$ cat config.mk
export PLATFORM = sky130hd
export DESIGN_NAME = vlc_rx_axil_fifo
export DESIGN_NICKNAME = d
export VERILOG_FILES = /design/src/rtl/vlc_axil_pkg.sv /design/src/rtl/vlc_sync_fifo.sv /design/src/rtl/vlc_rx_axil_fifo.sv
export SDC_FILE = /design/constraint.sdc
export NUM_CORES = 1
export LEC_CHECK = 0
export ABC_CLOCK_PERIOD_IN_PS = 3750
export BUFFER_PORTS_ARGS = -buffer_cell sky130_fd_sc_hd__buf_2
export CAP_MARGIN = 20
export CORE_MARGIN = 3
export CORE_UTILIZATION = 54
export CTS_CLUSTER_DIAMETER = 100
export DETAILED_ROUTE_END_ITERATION = 8
export GPL_ROUTABILITY_DRIVEN = 1
export PLACE_DENSITY = 0.75
export RECOVER_POWER = 25
export SLEW_MARGIN = 20
export SYNTH_ARGS = -nofsm -noshare
export SYNTH_HDL_FRONTEND = slang
export SYNTH_SLANG_ARGS = --single-unit
$ cat constraint.sdc
create_clock -name clk -period 3.75 [get_ports clk]
set_input_delay 0.75 -clock clk [delete_from_list [all_inputs] [get_ports clk]]
set_output_delay 0.75 -clock clk [all_outputs]
set_load 0.05 [all_outputs]
$ cat src/rtl/vlc_axil_pkg.sv
// rtl/vlc_axil_pkg.sv - register map, response codes and channel states for the VLC RX AXI-Lite FIFO
package vlc_axil_pkg;

    localparam logic [1:0] REG_DATA    = 2'd0;
    localparam logic [1:0] REG_STATUS  = 2'd1;
    localparam logic [1:0] REG_CTRL    = 2'd2;
    localparam logic [1:0] REG_DROPCNT = 2'd3;

    localparam logic [1:0] RESP_OKAY   = 2'b00;
    localparam logic [1:0] RESP_SLVERR = 2'b10;

    localparam int STAT_EMPTY_BIT = 0;
    localparam int STAT_FULL_BIT  = 1;
    localparam int STAT_OVF_BIT   = 2;
    localparam int STAT_COUNT_LSB = 16;

    localparam int CTRL_FLUSH_BIT   = 0;
    localparam int CTRL_CLR_OVF_BIT = 1;

    typedef enum logic {WR_IDLE, WR_RESP} wr_state_e;
    typedef enum logic {RD_IDLE, RD_RESP} rd_state_e;

    function automatic logic [31:0] status_word(input logic [15:0] count, input logic ovf,
                                                input logic full, input logic empty);
        logic [31:0] w;
        w = '0;
        w[STAT_COUNT_LSB +: 16] = count;
        w[STAT_OVF_BIT]         = ovf;
        w[STAT_FULL_BIT]        = full;
        w[STAT_EMPTY_BIT]       = empty;
        return w;
    endfunction

endpackage

$ cat src/rtl/vlc_sync_fifo.sv
// rtl/vlc_sync_fifo.sv - single-clock word FIFO with push, pop, flush and occupancy count
module vlc_sync_fifo #(
    parameter int DEPTH  = 16,
    parameter int DATA_W = 32
) (
    input  logic                       clk,
    input  logic                       resetn,
    input  logic                       i_push,
    input  logic                       i_pop,
    input  logic                       i_flush,
    input  logic [DATA_W-1:0]          i_wdata,
    output logic [DATA_W-1:0]          o_rdata,
    output logic                       o_full,
    output logic                       o_empty,
    output logic [$clog2(DEPTH):0]     o_count
);
    localparam int AW = $clog2(DEPTH);
    localparam logic [AW:0] FULL_CNT = (AW+1)'(DEPTH);

    logic [DATA_W-1:0] r_mem [DEPTH];
    logic [AW-1:0]     r_wptr;
    logic [AW-1:0]     r_rptr;
    logic [AW:0]       r_count;
    logic              w_push;
    logic              w_pop;

    assign o_full  = (r_count == FULL_CNT);
    assign o_empty = (r_count == '0);
    assign o_count = r_count;
    assign o_rdata = r_mem[r_rptr];

    assign w_push = i_push && !o_full;
    assign w_pop  = i_pop && !o_empty;

    // Flush overrides any same-cycle push or pop.
    always_ff @(posedge clk or negedge resetn) begin
        if (!resetn) begin
            r_wptr  <= '0;
            r_rptr  <= '0;
            r_count <= '0;
        end else if (i_flush) begin
            r_wptr  <= '0;
            r_rptr  <= '0;
            r_count <= '0;
        end else begin
            if (w_push) r_wptr <= r_wptr + 1'b1;
            if (w_pop)  r_rptr <= r_rptr + 1'b1;
            if (w_push && !w_pop)      r_count <= r_count + 1'b1;
            else if (w_pop && !w_push) r_count <= r_count - 1'b1;
        end
    end

    always_ff @(posedge clk) begin
        if (w_push && !i_flush) r_mem[r_wptr] <= i_wdata;
    end

endmodule

$ cat src/rtl/vlc_rx_axil_fifo.sv
// rtl/vlc_rx_axil_fifo.sv - AXI-Lite responder draining the VLC RX word FIFO; option macro VLC_RX_DROP_CNT_EN
module vlc_rx_axil_fifo
    import vlc_axil_pkg::*;
#(
    parameter int DEPTH  = 16,
    parameter int ADDR_W = 5
) (
    input  logic              clk,
    input  logic              resetn,
    input  logic              in_valid,
    input  logic [31:0]       in_data,
    output logic              in_ready,
    output logic              buff_full,
    input  logic [ADDR_W-1:0] s_axi_awaddr,
    input  logic [2:0]        s_axi_awprot,
    input  logic              s_axi_awvalid,
    output logic              s_axi_awready,
    input  logic [31:0]       s_axi_wdata,
    input  logic [3:0]        s_axi_wstrb,
    input  logic              s_axi_wvalid,
    output logic              s_axi_wready,
    output logic [1:0]        s_axi_bresp,
    output logic              s_axi_bvalid,
    input  logic              s_axi_bready,
    input  logic [ADDR_W-1:0] s_axi_araddr,
    input  logic [2:0]        s_axi_arprot,
    input  logic              s_axi_arvalid,
    output logic              s_axi_arready,
    output logic [31:0]       s_axi_rdata,
    output logic [1:0]        s_axi_rresp,
    output logic              s_axi_rvalid,
    input  logic              s_axi_rready
);
    localparam int CNT_W = $clog2(DEPTH) + 1;

    logic [CNT_W-1:0] w_count;
    logic             w_full;
    logic             w_empty;
    logic [31:0]      w_head;
    logic             w_push;
    logic             w_drop;
    logic             w_flush;
    logic             w_clr_ovf;
    logic             w_ctrl_wr;
    logic [1:0]       w_wr_sel;
    logic [1:0]       w_rd_sel;
    logic             w_wr_hs;
    logic             w_rd_hs;
    logic             w_rd_pop;
    logic [31:0]      w_rd_data;
    logic [1:0]       w_rd_resp;
    wr_state_e        r_wr_state;
    wr_state_e        w_wr_state_nxt;
    rd_state_e        r_rd_state;
    rd_state_e        w_rd_state_nxt;
    logic             r_ovf;
    logic [31:0]      r_rdata;
    logic [1:0]       r_rresp;
    logic [1:0]       r_bresp;
    logic             w_unused;

    assign w_unused = &{1'b0, s_axi_awprot, s_axi_arprot, s_axi_awaddr, s_axi_araddr,
                        s_axi_wstrb, s_axi_wdata};

    assign in_ready  = !w_full;
    assign buff_full = w_full;
    assign w_push    = in_valid && !w_full;
    assign w_drop    = in_valid && w_full;

    assign w_wr_sel  = s_axi_awaddr[3:2];
    assign w_rd_sel  = s_axi_araddr[3:2];
    assign w_ctrl_wr = w_wr_hs && (w_wr_sel == REG_CTRL) && s_axi_wstrb[0];
    assign w_flush   = w_ctrl_wr && s_axi_wdata[CTRL_FLUSH_BIT];
    assign w_clr_ovf = w_ctrl_wr && s_axi_wdata[CTRL_CLR_OVF_BIT];

    vlc_sync_fifo #(
        .DEPTH  (DEPTH),
        .DATA_W (32)
    ) u_fifo (
        .clk     (clk),
        .resetn  (resetn),
        .i_push  (w_push),
        .i_pop   (w_rd_pop),
        .i_flush (w_flush),
        .i_wdata (in_data),
        .o_rdata (w_head),
        .o_full  (w_full),
        .o_empty (w_empty),
        .o_count (w_count)
    );

    // A new drop wins over a same-cycle clear so no overflow event is lost.
    always_ff @(posedge clk or negedge resetn) begin
        if (!resetn) r_ovf <= 1'b0;
        else         r_ovf <= (r_ovf && !w_clr_ovf) || w_drop;
    end

`ifdef VLC_RX_DROP_CNT_EN
    logic [31:0] r_drop_cnt;

    always_ff @(posedge clk or negedge resetn) begin
        if (!resetn)                                        r_drop_cnt <= '0;
        else if (w_flush || w_clr_ovf)                      r_drop_cnt <= '0;
        else if (w_drop && (r_drop_cnt != 32'hFFFF_FFFF))   r_drop_cnt <= r_drop_cnt + 32'd1;
    end
`endif

    always_ff @(posedge clk or negedge resetn) begin
        if (!resetn) r_wr_state <= WR_IDLE;
        else         r_wr_state <= w_wr_state_nxt;
    end

    always_comb begin
        w_wr_state_nxt = r_wr_state;
        w_wr_hs        = 1'b0;
        case (r_wr_state)
            WR_IDLE: begin
                if (s_axi_awvalid && s_axi_wvalid) begin
                    w_wr_hs        = 1'b1;
                    w_wr_state_nxt = WR_RESP;
                end
            end
            WR_RESP: begin
                if (s_axi_bready) w_wr_state_nxt = WR_IDLE;
            end
            default: w_wr_state_nxt = WR_IDLE;
        endcase
    end

    assign s_axi_awready = w_wr_hs;
    assign s_axi_wready  = w_wr_hs;
    assign s_axi_bvalid  = (r_wr_state == WR_RESP);
    assign s_axi_bresp   = r_bresp;

    always_ff @(posedge clk or negedge resetn) begin
        if (!resetn)      r_bresp <= RESP_OKAY;
        else if (w_wr_hs) r_bresp <= (w_wr_sel == REG_CTRL) ? RESP_OKAY : RESP_SLVERR;
    end

    always_ff @(posedge clk or negedge resetn) begin
        if (!resetn) r_rd_state <= RD_IDLE;
        else         r_rd_state <= w_rd_state_nxt;
    end

    always_comb begin
        w_rd_state_nxt = r_rd_state;
        w_rd_hs        = 1'b0;
        case (r_rd_state)
            RD_IDLE: begin
                if (s_axi_arvalid) begin
                    w_rd_hs        = 1'b1;
                    w_rd_state_nxt = RD_RESP;
                end
            end
            RD_RESP: begin
                if (s_axi_rready) w_rd_state_nxt = RD_IDLE;
            end
            default: w_rd_state_nxt = RD_IDLE;
        endcase
    end

    // The DATA pop happens on the acceptance edge, together with latching rdata.
    always_comb begin
        w_rd_data = '0;
        w_rd_resp = RESP_SLVERR;
        w_rd_pop  = 1'b0;
        case (w_rd_sel)
            REG_DATA: begin
                if (!w_empty) begin
                    w_rd_data = w_head;
                    w_rd_resp = RESP_OKAY;
                    w_rd_pop  = w_rd_hs;
                end
            end
            REG_STATUS: begin
                w_rd_data = status_word(16'(w_count), r_ovf, w_full, w_empty);
                w_rd_resp = RESP_OKAY;
            end
            REG_DROPCNT: begin
`ifdef VLC_RX_DROP_CNT_EN
                w_rd_data = r_drop_cnt;
                w_rd_resp = RESP_OKAY;
`endif
            end
            default: ;
        endcase
    end

    assign s_axi_arready = w_rd_hs;
    assign s_axi_rvalid  = (r_rd_state == RD_RESP);
    assign s_axi_rdata   = r_rdata;
    assign s_axi_rresp   = r_rresp;

    always_ff @(posedge clk or negedge resetn) begin
        if (!resetn) begin
            r_rdata <= '0;
            r_rresp <= RESP_OKAY;
        end else if (w_rd_hs) begin
            r_rdata <= w_rd_data;
            r_rresp <= w_rd_resp;
        end
    end

endmodule
# == Word level (Yosys, flattened, before mapping) ==
# Memories as Yosys holds them, arrays and structs flattened.
# Index checks and enable logic that the tools add are counted.
# op_classes
eq_ne,3
n_mux,24
reduce_logical,25
n_addsub,4
bitwise,2
# ops
cell,n
32-bit case mux with 2 select lines,1
32-bit 2-to-1 mux,1
4-bit 2-to-1 mux,4
5-bit 2-to-1 mux,3
1-bit logical AND,13
1-bit 2-to-1 mux,10
"4-bit by 1-bit adder with 4-bit output, second input constant",2
1-bit zero test,6
"5-bit by 1-bit adder with 5-bit output, second input constant",1
"5-bit == test, second input constant",1
5-bit zero test,1
"5-bit by 1-bit subtractor with 5-bit output, second input constant",1
2-bit 2-to-1 mux,2
1-bit case mux with 2 select lines,2
2-bit case mux with 2 select lines,1
2-bit nonzero test,2
3-bit nonzero test,1
"2-bit by 1-bit == test with 1-bit output, second input constant",1
"2-bit == test, second input constant",1
2-bit zero test,1
1-bit inverter,2
1-bit logical OR,1
# totals
reg_bits,52
mem_bits_rw,512
n_memories,1
inputBits,92
out_inout_bits,43
# mem_list
name,depth,word_bits,rd,rd_clocked_by_memory_dff,wr,line_no,text
u_fifo.r_mem,16,32,1,0,1,vlc_sync_fifo.sv:20,logic [DATA_W-1:0] r_mem [DEPTH];

# == Depth between registers and ports, before layout ==
# depth
depth_word,10
mapped_depth,10
ltp_nobuf,9

# == Hierarchy ==
# From an unflattened synthesis, not the netlist that was laid out.
# hier_totals
cells_unflattened,1016
area_unflattened_um2,21592.0
# by_module_without_submodules
mod,area_each_um2,instances,cells_per_inst
vlc_sync_fifo,20056.7,1,902
vlc_rx_axil_fifo,1535.2,1,114

# == Worst setup path after synthesis ==
# OpenSTA, ideal clock, no wires.
# synth_path
kind,input to register
start,input s_axi_wvalid
end,"memory u_fifo.r_mem[0][0], enable pin"
path_slack_ps,-706
arrival_ps,3995
setup_ps,461
path_stages,5
path_cell_list,and3b_1 clkbuf_1 nand4_1 nand3_1 nor3_1
# synth_between
elab_chain_len,10
# synth_lines
element,line_no,text
start: declaration,vlc_rx_axil_fifo.sv:20,"input logic s_axi_wvalid,"
1-bit logical AND,vlc_rx_axil_fifo.sv:118,if (s_axi_awvalid && s_axi_wvalid) begin
1-bit 2-to-1 mux,vlc_rx_axil_fifo.sv:118,
1-bit 2-to-1 mux,vlc_rx_axil_fifo.sv:116,case (r_wr_state)
via s_axi_awready,vlc_rx_axil_fifo.sv:17,"output logic s_axi_awready,"
1-bit logical AND (2 in a row),vlc_rx_axil_fifo.sv:72,assign w_ctrl_wr = w_wr_hs && (w_wr_sel == REG_CTRL) && s_axi_wstrb[0];
1-bit logical AND,vlc_rx_axil_fifo.sv:73,assign w_flush = w_ctrl_wr && s_axi_wdata[CTRL_FLUSH_BIT];
1-bit zero test,vlc_sync_fifo.sv:54,if (w_push && !i_flush) r_mem[r_wptr] <= i_wdata;
1-bit logical AND,vlc_sync_fifo.sv:54,
1-bit 2-to-1 mux,vlc_sync_fifo.sv:54,
1-bit 2-to-1 mux (not written as such),vlc_sync_fifo.sv:54,
end: declaration,vlc_sync_fifo.sv:20,
# The timed path passes the listed nets, and every way through them passes these cells.

# == Worst setup path in the final report ==
# layout_path
start,register u_fifo.r_count[1] (netlist: u_fifo.o_count[1])
end,register u_fifo.r_count[4] (netlist: u_fifo.o_count[4])
# layout_between
elab_chain_len,8
elab_cells_between_ends,19
# layout_lines
element,line_no,text
start: declaration,vlc_sync_fifo.sv:23,logic [AW:0] r_count;
start signal: assignment,vlc_sync_fifo.sv:48,if (w_push && !w_pop) r_count <= r_count + 1'b1;
start signal: assignment,vlc_sync_fifo.sv:49,else if (w_pop && !w_push) r_count <= r_count - 1'b1;
"parallel branches: the longest is 8 deep, another holds 5-bit by 1-bit subtractor with 5-bit output",--,
# Several ways; the timed one is not identified. The select of a mux whose other input is x is not followed.
# A chain may end at the register's enable or synchronous reset.

==> flow_metrics.env <==
export IMPL_intPower_mw=12.18
export IMPL_crit_arrival_ns=3.57
export IMPL_htree_levels=2
export IMPL_grt_max_degree=55
export IMPL_hold_path_class="input port to flip-flop"
export IMPL_p_sw_mw=4.809
export IMPL_fin_nets=1229
export IMPL_clk_path_buf_depth=3
export IMPL_start_kind="flip-flop"
export IMPL_viasPerCell=6.214
export IMPL_drt_first_pass_iters=6
export IMPL_clkPwrFrac_pct=30.9
export IMPL_cp_max_fo=6
export IMPL_synth_edf_count=512
export IMPL_grt_overflow=0
export IMPL_dp_hpwl_um=25010
export IMPL_wirelength_um=45660
export IMPL_peakVddDrop_mv=0.3979
export IMPL_synthesis_area_sq_um=21640
export IMPL_ioPinCount=135
export IMPL_stdcell_count=1689
export IMPL_synth_ff_type="edfxtp_1"
export IMPL_syn2layout_area_growth_pct=14.49
export IMPL_setup_viol=0
export IMPL_start_util_pct=55.35
export IMPL_fin_crit_sh_pct=82.41
export IMPL_cts_sinks=562
export IMPL_tightest_slew_ns=1.284
export IMPL_cts_tree="built"
export IMPL_cts_resized=0
export IMPL_cts_hold_buffers=0
export IMPL_num_vias=10500
export IMPL_seq_area_frac_synth_pct=76.82
export IMPL_port_buffers=87
export IMPL_core_sq_um=39100
export IMPL_cts_root_buf="clkbuf_16"
export IMPL_synthSimpleGateAreaFrac_pct=1.960
export IMPL_timing_fmax_ghz=0.3236
export IMPL_power_frac_comb_pct=21.1
export IMPL_die_h_um=206.2
export IMPL_place_ws_ns=0.6264
export IMPL_clock_latency_ns=0.57
export IMPL_fp_dieArea_sq_um=42520
export IMPL_synth_top_family_by_area="multiplexers"
export IMPL_grt_usage_pct=21.99
export IMPL_p_leak_nw=8.216
export IMPL_finalHoldViolations=0
export IMPL_synthXorXnorAreaFrac_pct=0.2833
export IMPL_required_ns=4.23
export IMPL_grt_pass1_vias=10670
export IMPL_end_kind="flip-flop"
export IMPL_die_w_um=206.2
export IMPL_async_flop_share_pct=8.897
export IMPL_post_cts_setup_buffers=0
export IMPL_wl_per_cell_um=27.04
export IMPL_synth_area_per_cell_sq_um=21.75
export IMPL_synth_fa_ha_area_share_pct=0.6706
export IMPL_setup_slack_ns=0.6598
export IMPL_ys_warn_count=0
export IMPL_seq_power_share_pct=48.0
export IMPL_drv_slew=0
export IMPL_rsz0062_at_grt="false"
export IMPL_powerDensity_nw_per_um2=685.5
export IMPL_synthTopCellsByArea="edfxtp_1 (71%), mux4_2 (13%), dfrtp_1 (5.8%)"
export IMPL_clk_pin_slew_ns=0.06
export IMPL_switching_share_pct=28.31
export IMPL_status="finished, final reports clean"
export IMPL_antenna_found_initial=4
export IMPL_yosysTopAreaCell="edfxtp_1"
export IMPL_synthMuxAreaShare_pct=16.55
export IMPL_ys_ff_latch=562
export IMPL_synth_compound_area_share_pct=2.214
export IMPL_regArea_sq_um=16640
export IMPL_gp_congestion=0.7652
export IMPL_fillerInstances=2578
export IMPL_cap_viol_max_count=0
export IMPL_maxSlewHeadroom_pct=14.39
export IMPL_critPathKind="flip-flop to flip-flop"
export IMPL_drt_first_iter_violations=1073
export IMPL_rows=72
export IMPL_drc=0
export IMPL_cts_buffers=53
export IMPL_synthCells=995
export IMPL_multi_input_area_sq_um=4842
export IMPL_synth_top_area_share_pct=71.04
export IMPL_postRouteAntennaNets=0
export IMPL_grt_pass1_wl_um=67870
export IMPL_drive_gt1_share_pct=28.74
export IMPL_synth_distinct_cells=49
export IMPL_skew_ns=0.01425
export IMPL_fin_crit_ns=3.090
export IMPL_place_inst=1589
-- per-layer routing --
| metal | wire length, um | global-route usage (%) | vias up |
|---|---|---|---|
| met4 | 830 | 5.624 | 4 |
| li1 | - | - | 4401 |
| met1 | 19000 | 31.95 | 5596 |
| met5 | 30 | 0 | - |
| met3 | 3355 | 4.284 | 69 |
| met2 | 22450 | 35.13 | 425 |
-- synth_stat cells, types with 3 or more instances --
cell      count
ha_1         10
xor2_1        5
inv_1         9
buf_4         5
a21oi_1       4
mux2i_1      62
buf_1         5
a21o_1        3
dfrtp_1      50
nand3_1       7
mux4_2      125
and3_1        4
nor2_1       27
nand2b_1      3
o21ai_1       7
mux2_2        6
a222oi_1      6
nor3_1        6
clkbuf_1     18
nand2_1      33
edfxtp_1    512
buf_2        28
o221ai_1     24
mux4_1        3
o211ai_1      4
-- cells in the final DEF (no fill, tap or decap), types with 3 or more instances in the layout --
| master | netlist | layout |
|---|---|---|
| dfrtp_4 | 0 | 3 |
| clkinv_1 | 0 | 9 |
| o221ai_1 | 24 | 24 |
| dfrtp_1 | 50 | 47 |
| nand3_1 | 7 | 7 |
| mux2_2 | 6 | 6 |
| bufinv_16 | 0 | 4 |
| and3_1 | 4 | 4 |
| edfxtp_1 | 512 | 512 |
| buf_2 | 28 | 63 |
| clkbuf_16 | 0 | 55 |
| mux4_2 | 125 | 125 |
| clkbuf_1 | 18 | 40 |
| mux4_1 | 3 | 3 |
| o21ai_1 | 7 | 7 |
| a21oi_1 | 4 | 4 |
| a222oi_1 | 6 | 6 |
| buf_12 | 0 | 11 |
| a21o_1 | 3 | 3 |
| clkbuf_8 | 0 | 6 |
| nor2_1 | 27 | 15 |
| ha_1 | 10 | 10 |
| o211ai_1 | 4 | 4 |
| nand2_1 | 33 | 33 |
| inv_1 | 9 | 9 |
| buf_4 | 5 | 35 |
| nor2_4 | 0 | 12 |
| clkinv_2 | 0 | 5 |
| xor2_1 | 5 | 5 |
| mux2i_1 | 62 | 62 |
-- worst paths after layout --
kind / start / to / slack (ns) / depth (start not counted)
min in group asynchronous: resetn / u_fifo.o_count[2] / 0.45 / 1
worst min-delay path: s_axi_rready / s_axi_rvalid / 0.39 / 2
worst max register to register: u_fifo.o_count[1] / u_fifo.o_count[4] / 0.66 / 9
max in group asynchronous: resetn / s_axi_rdata[26] / 2.31 / 2
worst max-delay path: u_fifo.o_count[1] / u_fifo.o_count[4] / 0.66 / 9
worst min register to register: s_axi_rresp[1] / s_axi_rresp[1] / 0.48 / 2
-- power groups by stage --
| stage | clock network [mW] | logic (mW) | registers, mW |
|---|---|---|---|
| 2_1_floorplan | 0 | 2.32 | 8.36 |
| 4_1_cts | 5.34 | 3.63 | 8.16 |
| 6_report | 5.25 | 3.58 | 8.16 |
| 3_3_place_gp | 0 | 3.53 | 8.23 |
| 3_5_place_dp | 0 | 3.61 | 8.27 |
| 5_1_grt | 5.56 | 3.83 | 8.23 |
-- worst max-delay path, cell delays in order, from the launching register on --
cell and delay, ns:
dfrtp_1 0.48, or4_1 0.60, o21ai_1 0.35, ha_1 0.24
inv_1 0.12, fa_1 0.42, a21o_1 0.19, a21oi_1 0.18
mux2i_1 0.24, mux2i_1 0.20
-- cell families (layout without fill, tap and decap cells) --
logic type | after synthesis | count (layout)
xor+xnor | 7 | 7
buf+inv | 67 | 240
compound gates | 60 | 60
flops | 562 | 562
mux | 196 | 196
simple gates | 91 | 91
other cells | 1 | 4
fa+ha+maj | 11 | 11
-- per-stage QoR --
| stage | power [mW] | setup TNS (ns) | utilization, % | hold WS [ns] | instance area [sq um] |
|---|---|---|---|---|---|
| 6_report | 16.98 | 0 | 63.38 | 0.3870 | 24780 |
| 5_1_grt | 17.62 | 0 | 63.38 | 0.3849 | 24780 |
| 4_1_cts | 17.12 | 0 | 63.44 | 0.1447 | 24800 |
| 3_5_place_dp | 11.88 | 0 | 59.03 | 0.4677 | 23080 |
| 3_3_place_gp | 11.77 | 0 | 59.03 | 0.4671 | 23080 |
| 2_1_floorplan | 10.68 | -45.03 | - | 0.4544 | 21660 |
-- registers in the layout, summed over array words and instances (netlist names) --
signal          cells
r_ovf               1
s_axi_bresp         1
s_axi_bvalid        1
s_axi_rdata        32
s_axi_rresp         1
s_axi_rvalid        1
u_fifo.o_count      5
u_fifo.r_mem      512
u_fifo.r_rptr       4
u_fifo.r_wptr       4
-- cell type report --
type                            count  share of cell area (%)
Antenna cell                        2                 0.02020
Clock buffer                       77                   6.130
Clock inverter                     21                  0.8281
Inverter                            9                  0.1363
Multi-Input combinational cell    367                   19.54
Sequential cell                   562                   67.14
Tap cell                          518                   2.616
Timing Repair Buffer              133                   3.585
Note: power is estimated with default switching activity, not from simulation.
